==> src/rtl/mdu_pkg.sv <==
// rtl/mdu_pkg.sv - shared op encodings, FSM states and sizes for the multiply/divide unit
package mdu_pkg;

    localparam int MDU_WIDTH = 32;
    localparam int MDU_CNT_W = $clog2(MDU_WIDTH);

    typedef enum logic [1:0] {
        OP_MULT  = 2'b00,
        OP_DIV   = 2'b01,
        OP_MULTU = 2'b10,
        OP_DIVU  = 2'b11
    } mdu_op_e;

    typedef enum logic [1:0] {
        IDLE   = 2'b00,
        MULT   = 2'b01,
        DIV    = 2'b10,
        FINISH = 2'b11
    } mdu_state_e;

endpackage

==> src/rtl/mdu_div_core.sv <==
// rtl/mdu_div_core.sv - restoring division on unsigned magnitudes, one quotient bit per step
module mdu_div_core import mdu_pkg::*; #(
    parameter int WIDTH = MDU_WIDTH
) (
    input  logic             clk,
    input  logic             rst,
    input  logic             i_load,
    input  logic             i_step,
    input  logic [WIDTH-1:0] i_dividend,
    input  logic [WIDTH-1:0] i_divisor,
    output logic [WIDTH-1:0] o_rem_next,
    output logic [WIDTH-1:0] o_quo_next
);

    logic [WIDTH-1:0] r_rem;
    logic [WIDTH-1:0] r_quo;
    logic [WIDTH-1:0] r_div;
    logic [WIDTH:0]   w_shifted;
    logic [WIDTH-1:0] w_diff;
    logic             w_fits;
    logic [WIDTH-1:0] w_rem_next;
    logic [WIDTH-1:0] w_quo_next;

    // Remainder stays below the divisor, so the difference always fits in WIDTH bits when kept.
    assign w_shifted  = {r_rem, r_quo[WIDTH-1]};
    assign w_fits     = (w_shifted >= {1'b0, r_div});
    assign w_diff     = w_shifted[WIDTH-1:0] - r_div;
    assign w_rem_next = w_fits ? w_diff : w_shifted[WIDTH-1:0];
    assign w_quo_next = {r_quo[WIDTH-2:0], w_fits};
    assign o_rem_next = w_rem_next;
    assign o_quo_next = w_quo_next;

    always_ff @(posedge clk or posedge rst) begin
        if (rst) begin
            r_rem <= '0;
            r_quo <= '0;
            r_div <= '0;
        end else if (i_load) begin
            r_rem <= '0;
            r_quo <= i_dividend;
            r_div <= i_divisor;
        end else if (i_step) begin
            r_rem <= w_rem_next;
            r_quo <= w_quo_next;
        end
    end

endmodule

==> src/rtl/mult_div_unit.sv <==
// rtl/mult_div_unit.sv - serial MIPS HI/LO multiply/divide unit; MDU_UNSIGNED_EN adds MULTU/DIVU
module mult_div_unit import mdu_pkg::*; #(
    parameter int WIDTH = MDU_WIDTH
) (
    input  logic             clk,
    input  logic             reset,
    input  logic             start,
    input  logic [1:0]       op,
    input  logic [WIDTH-1:0] a_in,
    input  logic [WIDTH-1:0] b_in,
    output logic             busy,
    output logic             done,
    output logic             div_zero,
    output logic [WIDTH-1:0] hi,
    output logic [WIDTH-1:0] lo
);

    localparam int CW = $clog2(WIDTH);

    mdu_state_e       r_state, w_state_next;
    logic [CW-1:0]    r_cnt;
    logic             r_signed, r_div_zero, r_a_neg, r_b_neg;
    logic [WIDTH:0]   r_acc;
    logic [WIDTH-1:0] r_q, r_m, r_hi, r_lo;
    logic             r_q_1;

    logic             w_signed_in, w_is_div_in, w_op_ok, w_accept, w_b_zero, w_last;
    logic [WIDTH-1:0] w_a_mag, w_b_mag;
    logic [WIDTH:0]   w_m_ext, w_mul_sum, w_acc_next;
    logic [WIDTH-1:0] w_q_next, w_rem_next, w_quo_next, w_rem_fix, w_quo_fix;

    assign w_signed_in = (op == OP_MULT) || (op == OP_DIV);
    assign w_is_div_in = (op == OP_DIV) || (op == OP_DIVU);
`ifdef MDU_UNSIGNED_EN
    assign w_op_ok = 1'b1;
`else
    assign w_op_ok = w_signed_in;
`endif
    assign w_accept = start && (r_state == IDLE) && w_op_ok;
    assign w_b_zero = (b_in == '0);
    assign w_last   = (r_cnt == CW'(WIDTH - 1));
    assign w_a_mag  = (w_signed_in && a_in[WIDTH-1]) ? (~a_in + 1'b1) : a_in;
    assign w_b_mag  = (w_signed_in && b_in[WIDTH-1]) ? (~b_in + 1'b1) : b_in;

    always_ff @(posedge clk or posedge reset) begin
        if (reset) r_state <= IDLE;
        else       r_state <= w_state_next;
    end

    always_comb begin
        w_state_next = r_state;
        case (r_state)
            IDLE:     if (w_accept) w_state_next = !w_is_div_in ? MULT : (w_b_zero ? FINISH : DIV);
            MULT,
            DIV:      if (w_last) w_state_next = FINISH;
            FINISH:   w_state_next = IDLE;
            default:  w_state_next = IDLE;
        endcase
    end

    always_comb begin
        busy     = (r_state != IDLE);
        done     = (r_state == FINISH);
        div_zero = (r_state == FINISH) && r_div_zero;
    end

    // Booth (signed) or shift-add (unsigned) step; the extra accumulator bit absorbs INT_MIN and carries.
    assign w_m_ext = r_signed ? {r_m[WIDTH-1], r_m} : {1'b0, r_m};
    always_comb begin
        w_mul_sum = r_acc;
        if (r_signed) begin
            if (r_q[0] && !r_q_1)      w_mul_sum = r_acc - w_m_ext;
            else if (!r_q[0] && r_q_1) w_mul_sum = r_acc + w_m_ext;
        end else if (r_q[0]) begin
            w_mul_sum = r_acc + w_m_ext;
        end
    end
    assign w_acc_next = {r_signed ? w_mul_sum[WIDTH] : 1'b0, w_mul_sum[WIDTH:1]};
    assign w_q_next   = {w_mul_sum[0], r_q[WIDTH-1:1]};

    mdu_div_core #(.WIDTH(WIDTH)) u_div_core (
        .clk        (clk),
        .rst        (reset),
        .i_load     (w_accept),
        .i_step     (r_state == DIV),
        .i_dividend (w_a_mag),
        .i_divisor  (w_b_mag),
        .o_rem_next (w_rem_next),
        .o_quo_next (w_quo_next)
    );

    assign w_quo_fix = (r_signed && (r_a_neg ^ r_b_neg)) ? -w_quo_next : w_quo_next;
    assign w_rem_fix = (r_signed && r_a_neg) ? -w_rem_next : w_rem_next;

    always_ff @(posedge clk or posedge reset) begin
        if (reset) begin
            r_cnt      <= '0;
            r_signed   <= 1'b0;
            r_div_zero <= 1'b0;
            r_a_neg    <= 1'b0;
            r_b_neg    <= 1'b0;
            r_acc      <= '0;
            r_q        <= '0;
            r_q_1      <= 1'b0;
            r_m        <= '0;
            r_hi       <= '0;
            r_lo       <= '0;
        end else if (w_accept) begin
            r_cnt      <= '0;
            r_signed   <= w_signed_in;
            r_div_zero <= w_is_div_in && w_b_zero;
            r_a_neg    <= w_signed_in && a_in[WIDTH-1];
            r_b_neg    <= w_signed_in && b_in[WIDTH-1];
            r_acc      <= '0;
            r_q        <= a_in;
            r_q_1      <= 1'b0;
            r_m        <= b_in;
        end else if (r_state == MULT) begin
            r_cnt <= r_cnt + CW'(1);
            r_acc <= w_acc_next;
            r_q   <= w_q_next;
            r_q_1 <= r_q[0];
            if (w_last) begin
                r_hi <= w_acc_next[WIDTH-1:0];
                r_lo <= w_q_next;
            end
        end else if (r_state == DIV) begin
            r_cnt <= r_cnt + CW'(1);
            if (w_last) begin
                r_hi <= w_rem_fix;
                r_lo <= w_quo_fix;
            end
        end
    end

    assign hi = r_hi;
    assign lo = r_lo;

endmodule
==> config.mk <==
export PLATFORM = sky130hd
export DESIGN_NAME = mult_div_unit
export DESIGN_NICKNAME = d
export VERILOG_FILES = /design/src/rtl/mdu_pkg.sv /design/src/rtl/mdu_div_core.sv /design/src/rtl/mult_div_unit.sv
export SDC_FILE = /design/constraint.sdc
export NUM_CORES = 1
export LEC_CHECK = 0
export CORE_MARGIN = 8
export CORE_UTILIZATION = 39
export DETAILED_ROUTE_END_ITERATION = 16
export RECOVER_POWER = 50
export SETUP_SLACK_MARGIN = 0.02
export SYNTH_ARGS = -nofsm -noshare
export SYNTH_HDL_FRONTEND = slang
export SYNTH_SLANG_ARGS = --single-unit
==> constraint.sdc <==
create_clock -name clk -period 10.7 [get_ports clk]
set_clock_uncertainty 0.15 [all_clocks]
set_input_delay 1.07 -clock clk [delete_from_list [all_inputs] [get_ports clk]]
set_output_delay 1.07 -clock clk [all_outputs]
set_load 0.01 [all_outputs]
---- Word-level counts from Yosys, hierarchy flattened ----
Index checks and enable logic that the tools add are counted.
word-level totals
  register bits ........................... 269
  bits in latches ......................... 0
  bits in writable memories ............... 0
  memory bits (read-only) ................. 0
  bits of input ports ..................... 69
  word-level logic and storage cells ...... 100
  memories kept ........................... 0
operators by class
  add/sub/neg operators ................... 8
  multipliers ............................. 0
  div/mod/pow operators ................... 0
  magnitude comparators ................... 1
  equality and inequality tests ........... 10
  shift operators ......................... 0
  muxes and demuxes ....................... 37
  bitwise operators ....................... 4
  reductions and logical operators ........ 25
operator list
  kind                     count
  $mux W32                 19
  $mux W33                 7
  $add A32 B1 Y32 const B  2
  $neg A32 Y32             2
  $not A32 Y32             2
  $add A33 B33 Y33         1
  $ge A33 B32 Y1           1
  $sub A33 B33 Y33         1
  $logic_not A32 Y1        1
  $sub A32 B32 Y32         1
  $mux W5                  3
  $logic_and A1 B1 Y1      10
  $reduce_bool A2 Y1       4
  $eq A2 B2 Y1 const B     3
  $mux W2                  3
  $ne A2 B2 Y1 const B     3
  $pmux W2 S3              1
  $add A5 B1 Y5 const B    1
  $eq A5 B5 Y1 const B     1
  $eq A2 B1 Y1 const B     2
  $logic_not A2 Y1         2
  $mux W1                  4
  $reduce_and A4 Y1        1
  $reduce_bool A3 Y1       1
  other kinds (7)          9

---- Depth between registers and ports, before layout ----
Gate-level depths: netlist of the first run.
  depth after elaboration ................. 8
  gate-level depth with buffers ........... 24

---- Cells and area by module ----
From an unflattened synthesis of the first run, not the netlist that was laid out.
unflattened totals
  cells, all modules ...................... 2685
  area, all modules ....................... 21282.9 µm²
modules (own cells, without submodules)
  module         times used  cells each  area an instance (µm²)  seq. area each (µm²)
  mult_div_unit  1           1928        14745.4                 4329.2
  mdu_div_core   1           757         6537.5                  2402.3

---- Least setup slack after synthesis of the first run ----
No wires, ideal clock.
  path kind ............................... register to register
  start ................................... register u_div_core.r_rem[20]
  end ..................................... register r_hi[30], in the netlist hi[30]
  library setup time ...................... 0.082 ns
  data arrival time ....................... 5.544 ns
  required time ........................... 10.468 ns
  setup slack ............................. 4.925 ns
  stages on the path, launching flop included .. 24
  period minus slack after synthesis ...... 5.775 ns
  path through ............................ dfrtp_1 > ha_1 > buf_2 > nand4_2 > or4_1 > or4_1 > o311a_4 > nand2_8 > buf_2 > buf_2 > buf_2 > buf_2 > nand2_1 > o21ai_0 > ha_1 > nand2_1 > nor4b_1 > or4b_1 > a22oi_2 > nand3_1 > o41ai_1 > xnor2_1 > nand2_1 > a31oi_1
on the way
  word-level cells in the longest chain between the ends .. 7
  elaborated cells on any way between the ends .. 8
  classes of those cells .................. add/sub: 2; order compare: 1; mux: 5
RTL lines
  item                                                line                                    RTL
  from (decl)                                         mdu_div_core.sv:15                      logic [WIDTH-1:0] r_rem;
  from (signal assigned)                              mdu_div_core.sv:43                      r_rem <= w_rem_next;
  $sub A32 B32 Y32 or $ge A33 B32 Y1 (tied branches)  mdu_div_core.sv:27, mdu_div_core.sv:26
  $mux W32 *                                          mdu_div_core.sv:28                      assign w_rem_next = w_fits ? w_diff : w_shifted[WIDTH-1:0];
  $neg A32 Y32                                        mult_div_unit.sv:93                     assign w_rem_fix = (r_signed && r_a_neg) ? -w_rem_next : w_rem_next;
  $mux W32 *                                          mult_div_unit.sv:93
  $mux W32 *                                          mult_div_unit.sv:129                    if (w_last) begin
  $mux W32 *                                          mult_div_unit.sv:127                    end else if (r_state == DIV) begin
  $mux W32 *                                          mult_div_unit.sv:118                    end else if (r_state == MULT) begin
  to (signal assigned)                                mult_div_unit.sv:124                    r_hi <= w_acc_next[WIDTH-1:0];
  to (signal assigned)                                mult_div_unit.sv:130                    r_hi <= w_rem_fix;
  to (decl)                                           mult_div_unit.sv:24                     logic [WIDTH-1:0] r_q, r_m, r_hi, r_lo;
Every way passes the cells marked *; elsewhere a longest branch is shown, timed or not. The select of a mux whose other input is x is not followed.
A chain may end at the register's enable or synchronous reset.

==> run metrics, run 1 <==
failing checks capacitance limit, slew limit; synth top area cells dfrtp_1, o21ai_0, ha_1; GP Congestion 0.936; GRT overflow 0; drt drc 0; cell taking the most area after synthesis dfrtp_1; number of synthesized flops with an enable pin 0; largest net degree at the start of global routing 253; Vias/cell 6.00; starting density of the core ~40%; gr usage total 23.2%; count of filler cells inserted in the layout around 5400; Port Buf Inserts around 140; CP max stage delay 2.54 ns; Layout Nets 2886; initial DRC count 1645; post-synthesis instance area roughly 0.021 mm^2; clk slew on worst S/H paths 0.07 ns; worst path arrival time ~6.4 ns; area post-placement 0.0231 mm^2; delay-heaviest family, CP buffers and inverters; I/O Pins 136; area grow syn2layout 13.9%; Wirelength per Cell 21.9 um; Die W 250 um; ratio of cells with drive above 1 in the final layout 4.47%; register area approximately 0.0067 mm^2; outcome complete, but fails checks; CTS buffer count 35; setup TNS 0 ns; FMAX 149 MHz; initial antenna violation count 4; Avg Synthesized Cell Area 7.92 um^2; Resized cells post-CTS 0; Antenna diodes 0; final hold vios 0; Post-DP HPWL 54200 um; Setup Buffers After CTS 0; most common cell after layout, fill and taps aside nand2_1; CP Launch Type input pin; first-pass GRT wire length 117000 um; Buf/Inv on CP 3; post-route ant nets 0; CTS tree built; number of global-route vias before repair 20000; Critical Path RT 10.44 ns; Core Box Area 0.0539 mm^2; Async SR Flop Fraction 100%; max-cap violation count 5; Hold Path Class flip-flop to flip-flop; CTS H-tree lvls 2; DR pass1 iterations 6; setup repair after global routing missed its margin no; Distinct cells, synth 95; Pins Over Slew Limit 530; row count 85; Gate Count Post-Synth 2691; relative slew slack -228%; worst skew pair latency 0.56 ns; Final Setup Violations 0; clock buffer depth 3; worst-path fanout max 79; via count 20600; CTS sink count approximately 270; most frequent cells in the layout nand2_1, o21ai_0, dfrtp_1; final instance area 0.0243 mm^2; Synth Flop Type dfrtp_1; critical path class input pin to asynchronous set/reset pin; sequential share of the synthesized area 31.5%; Root Driver clkbuf_16; Ys Warns 0; Critical Path, Cell by Cell dlygate4sd3_1 -> clkinvlp_2 -> clkbuf_1; CP max stage cell clkbuf_1; Worst-Margin Slew ~4.9 ns; Tcrit/Tclk final 62.6%; Worst setup EP type asynchronous set/reset pin; Syn Nets about 2900; area occupied by multi-input gates 0.0135 mm^2; Synth top area share 31.5%; die boundary height 250 um; die area 0.0624 mm^2; Final min period 6.70 ns; Hold-fix buffers, CTS 0; Routed WL 75100 um; Yosys reg bits 268
[worst reg2reg max path: cells and delay by family, from the launching register on]
family	cells	cell delay, ns
compound gates	7	2.02
xor+xnor	1	0.17
fa+ha+maj	2	0.71
buf+inv	1	0.53
flops	1	0.45
mux	2	0.70
simple gates	5	1.76
[synthesized netlist by cell type, types with 46 or more instances]
master    instances
ha_1            107
nor2_1          250
inv_1           114
a21oi_1         236
a211oi_1         46
xnor2_1         103
mux2i_1          95
nand2_1         328
clkbuf_1        145
xor2_1           88
o21ai_0         269
dfrtp_1         268
[per-stage QoR]
step / instances / utilization, % / worst slack (ns) / hold slack, ns
after CTS: 3428 / 45.1 / 4.22 / 0.334
final: 3428 / 45.0 / 4.00 / 0.324
after global routing: 3428 / 45.0 / 2.87 / 0.359
after global placement: 3366 / 42.8 / 4.40 / 0.313
after detailed placement: 3366 / 42.8 / 4.25 / 0.321
after floorplan: 2691 / - / 2.10 / 0.292
[final cells by class]
type | count | area share (%)
timing repair buffer | 158 | 6.22
tap | 696 | 3.59
multi-input combinational | 2126 | 55.7
clock inverter | 16 | 0.995
sequential | 268 | 27.6
inverter | 118 | 1.84
clock buffer | 46 | 4.03
[registers in the layout, indices dropped and copies added (netlist names)]
| register | cells |
|---|---|
| r_acc | 33 |
| hi | 32 |
| lo | 32 |
| r_q | 32 |
| u_div_core.r_div | 32 |
| u_div_core.r_quo | 32 |
| u_div_core.r_rem | 32 |
| r_m | 31 |
| r_cnt | 5 |
| r_state | 2 |
| r_a_neg | 1 |
| r_b_neg | 1 |
| r_div_zero | 1 |
| r_q_1 | 1 |
| r_signed | 1 |
[layer usage]
metal | GRT usage (%) | vias up | wire [um]
li1 | - | 9667 | -
met1 | 30.3 | 10000 | 32700
met2 | 37.5 | 742 | 34500
met3 | 4.52 | 148 | 5030
met4 | 9.15 | 8 | 2800
met5 | 0 | - | 56
[logic make-up (layout without fill, tap and decap cells)]
group / Yosys count / after routing / synth area share, %
buffers and inverters: 297 / 338 / 5.33
xor gates and xnor gates: 191 / 191 / 7.85
DFF: 268 / 268 / 31.5
adders and majority gates: 110 / 110 / 6.57
and+or+nand+nor: 830 / 830 / 17.8
muxes: 99 / 99 / 4.69
AOI/OAI and AO/OA: 896 / 896 / 26.3
[final timing paths]
path	cells after the start	from	to	slack [ns]
max reg2reg	18	u_div_core.r_rem[13]	hi[26]	4.09
max in group clk	18	u_div_core.r_rem[13]	hi[26]	4.09
min reg2reg	2	hi[11]	hi[11]	0.32
max	3	reset	lo[12]	4.00
min in group asynchronous	2	reset	r_acc[22]	1.99
min	2	hi[11]	hi[11]	0.32
Power of run 1 is not shown: default switching activity piles up to over one toggle a cycle in this logic, so the estimate is an artifact.
==> inputs of run 2 (changes only) <==
==> constraint.sdc (replaced) <==
create_clock -name clk -period 6.2 [get_ports clk]
set_clock_uncertainty 0.15 [all_clocks]
set_input_delay 0.62 -clock clk [delete_from_list [all_inputs] [get_ports clk]]
set_output_delay 0.62 -clock clk [all_outputs]
set_load 0.01 [all_outputs]
==> run metrics, run 2 (same netlist as run 1, synthesis figures left out) <==
setup repair after global routing missed its margin no (unchanged); number of global-route vias before repair 19900 (was 20000); ratio of cells with drive above 1 in the final layout 4.93% (was 4.47%); first-pass GRT wire length 117000 um (about the same); Worst-Margin Slew 3.43 ns (was 4.92 ns); Port Buf Inserts 135 (unchanged); I/O Pins 136 (unchanged); Root Driver clkbuf_16 (unchanged); Routed WL 75000 um (was 75100 um); worst-path fanout max 13 (was 79); die boundary height 250 um (unchanged); post-route ant nets 0 (unchanged); Die W 250 um (unchanged); Pins Over Slew Limit 220 (was 530); area grow syn2layout 14.1% (was 13.9%); critical path class flip-flop to flip-flop (was input pin to asynchronous set/reset pin); final instance area 0.0243 mm^2 (about the same); outcome complete, but fails checks (unchanged); drt drc 0 (unchanged); gr usage total 23.3% (was 23.2%); Hold Path Class flip-flop to flip-flop (unchanged); worst path arrival time 6.11 ns (was 6.44 ns); initial antenna violation count 4 (unchanged); Layout Nets 2895 (was 2886); max-cap violation count 3 (was 5); Final min period 5.83 ns; CTS sink count 268 (unchanged); area post-placement 0.0231 mm^2 (about the same); Final Setup Violations 0 (unchanged); FMAX 172 MHz; Wirelength per Cell 21.8 um (was 21.9 um); via count 20300 (was 20600); most common cell after layout, fill and taps aside nand2_1 (unchanged); most frequent cells in the layout nand2_1, o21ai_0, dfrtp_1 (unchanged); setup TNS 0 ns (unchanged); clock buffer depth 3 (unchanged); Critical Path RT 6.48 ns (was 10.44 ns); Worst setup EP type flip-flop (was asynchronous set/reset pin); GRT overflow 0 (unchanged); CTS buffer count 36 (was 35); WHS 0.322 ns (was 0.324 ns); CTS tree built (unchanged); die area 0.0624 mm^2 (unchanged); initial DRC count 1510 (was 1645); largest net degree at the start of global routing 100 (was 253); worst skew pair latency 0.56 ns (about the same); failing checks capacitance limit, slew limit (unchanged); GP Congestion 0.930 (was 0.936); DR pass1 iterations 6 (unchanged); Vias/cell 5.92 (was 6.00); Most flops, register r_acc (unchanged); Post-DP HPWL 55500 um (was 54200 um); CTS H-tree lvls 2 (unchanged); clk slew on worst S/H paths 0.06 ns (was 0.07 ns); starting density of the core 39.5% (unchanged); Tcrit/Tclk final 94.0%; relative slew slack -128% (was -228%); row count 85 (unchanged); Largest register FFs 33 (unchanged); CP Launch Type flip-flop (was input pin); Hold-fix buffers, CTS 0 (unchanged); final hold vios 0 (unchanged); Core Box Area 0.0539 mm^2 (unchanged)
[run 2: what timing repair did]
item                                   in CTS  in global routing
resized for setup                           0                  1
buffers inserted                            0                  0
endpoints found under the hold margin       0                  0
setup endpoints to repair                   0                  1
[run 2: final timing paths]
| check | start | slack, ns | cells after the start | to |
|---|---|---|---|---|
| setup / recovery | u_div_core.r_rem[14] | 0.37 | 19 | hi[26] |
| hold / removal | r_div_zero | 0.32 | 2 | r_div_zero |
| setup reg to reg | u_div_core.r_rem[14] | 0.37 | 19 | hi[26] |
| hold reg to reg | r_div_zero | 0.32 | 2 | r_div_zero |
| max in group asynchronous | reset | 1.82 | 4 | u_div_core.r_quo[26] |
| min in group asynchronous | reset | 1.39 | 3 | r_m[24] |
[run 2: area by class of cell]
type / instances / area [um^2]
inverters: 118 / 449
clock buffers: 47 / 1020
fillers: 5422 / 29600
diodes: 1 / 2.50
flip-flops and latches: 268 / 6710
well taps: 696 / 871
repair buffers: 166 / 1570
multi-input cells: 2126 / 13500
clock inverters: 15 / 174
[run 2: stage by stage]
stage | setup WS [ns] | std cells | util [%]
floorplan | 0.425 | 2691 | -
global placement | 0.637 | 3374 | 42.9
detailed placement | 0.470 | 3374 | 42.9
CTS | 0.423 | 3436 | 45.1
global route | 0.0258 | 3436 | 45.1
finish | 0.372 | 3437 | 45.1
[run 2: worst max-delay path, cell delays in order, from the launching register on]
cell and delay (ns):
dfrtp_1 0.42, ha_1 0.49, nand4_2 0.23, or4_1 0.56, or4_1 0.57, o311a_4 0.19, nand2_8 0.13, inv_4 0.04
mux2i_1 0.25, ha_1 0.27, nand2_1 0.09, nor4b_1 0.27, buf_4 0.18, or4b_1 0.52, a22oi_2 0.31, nand3_1 0.18
o31ai_2 0.23, xor2_1 0.18, a221oi_1 0.10, mux2_2 0.31
[run 2: routing by layer]
layer	track usage, %	vias up	wire (um)
li1	-	9700	-
met2	37.6	643	34000
met4	9.57	6	3110
met1	30.1	9863	32600
met3	4.84	136	5160
met5	0	-	36
Power of run 2 is left out for the same reason.
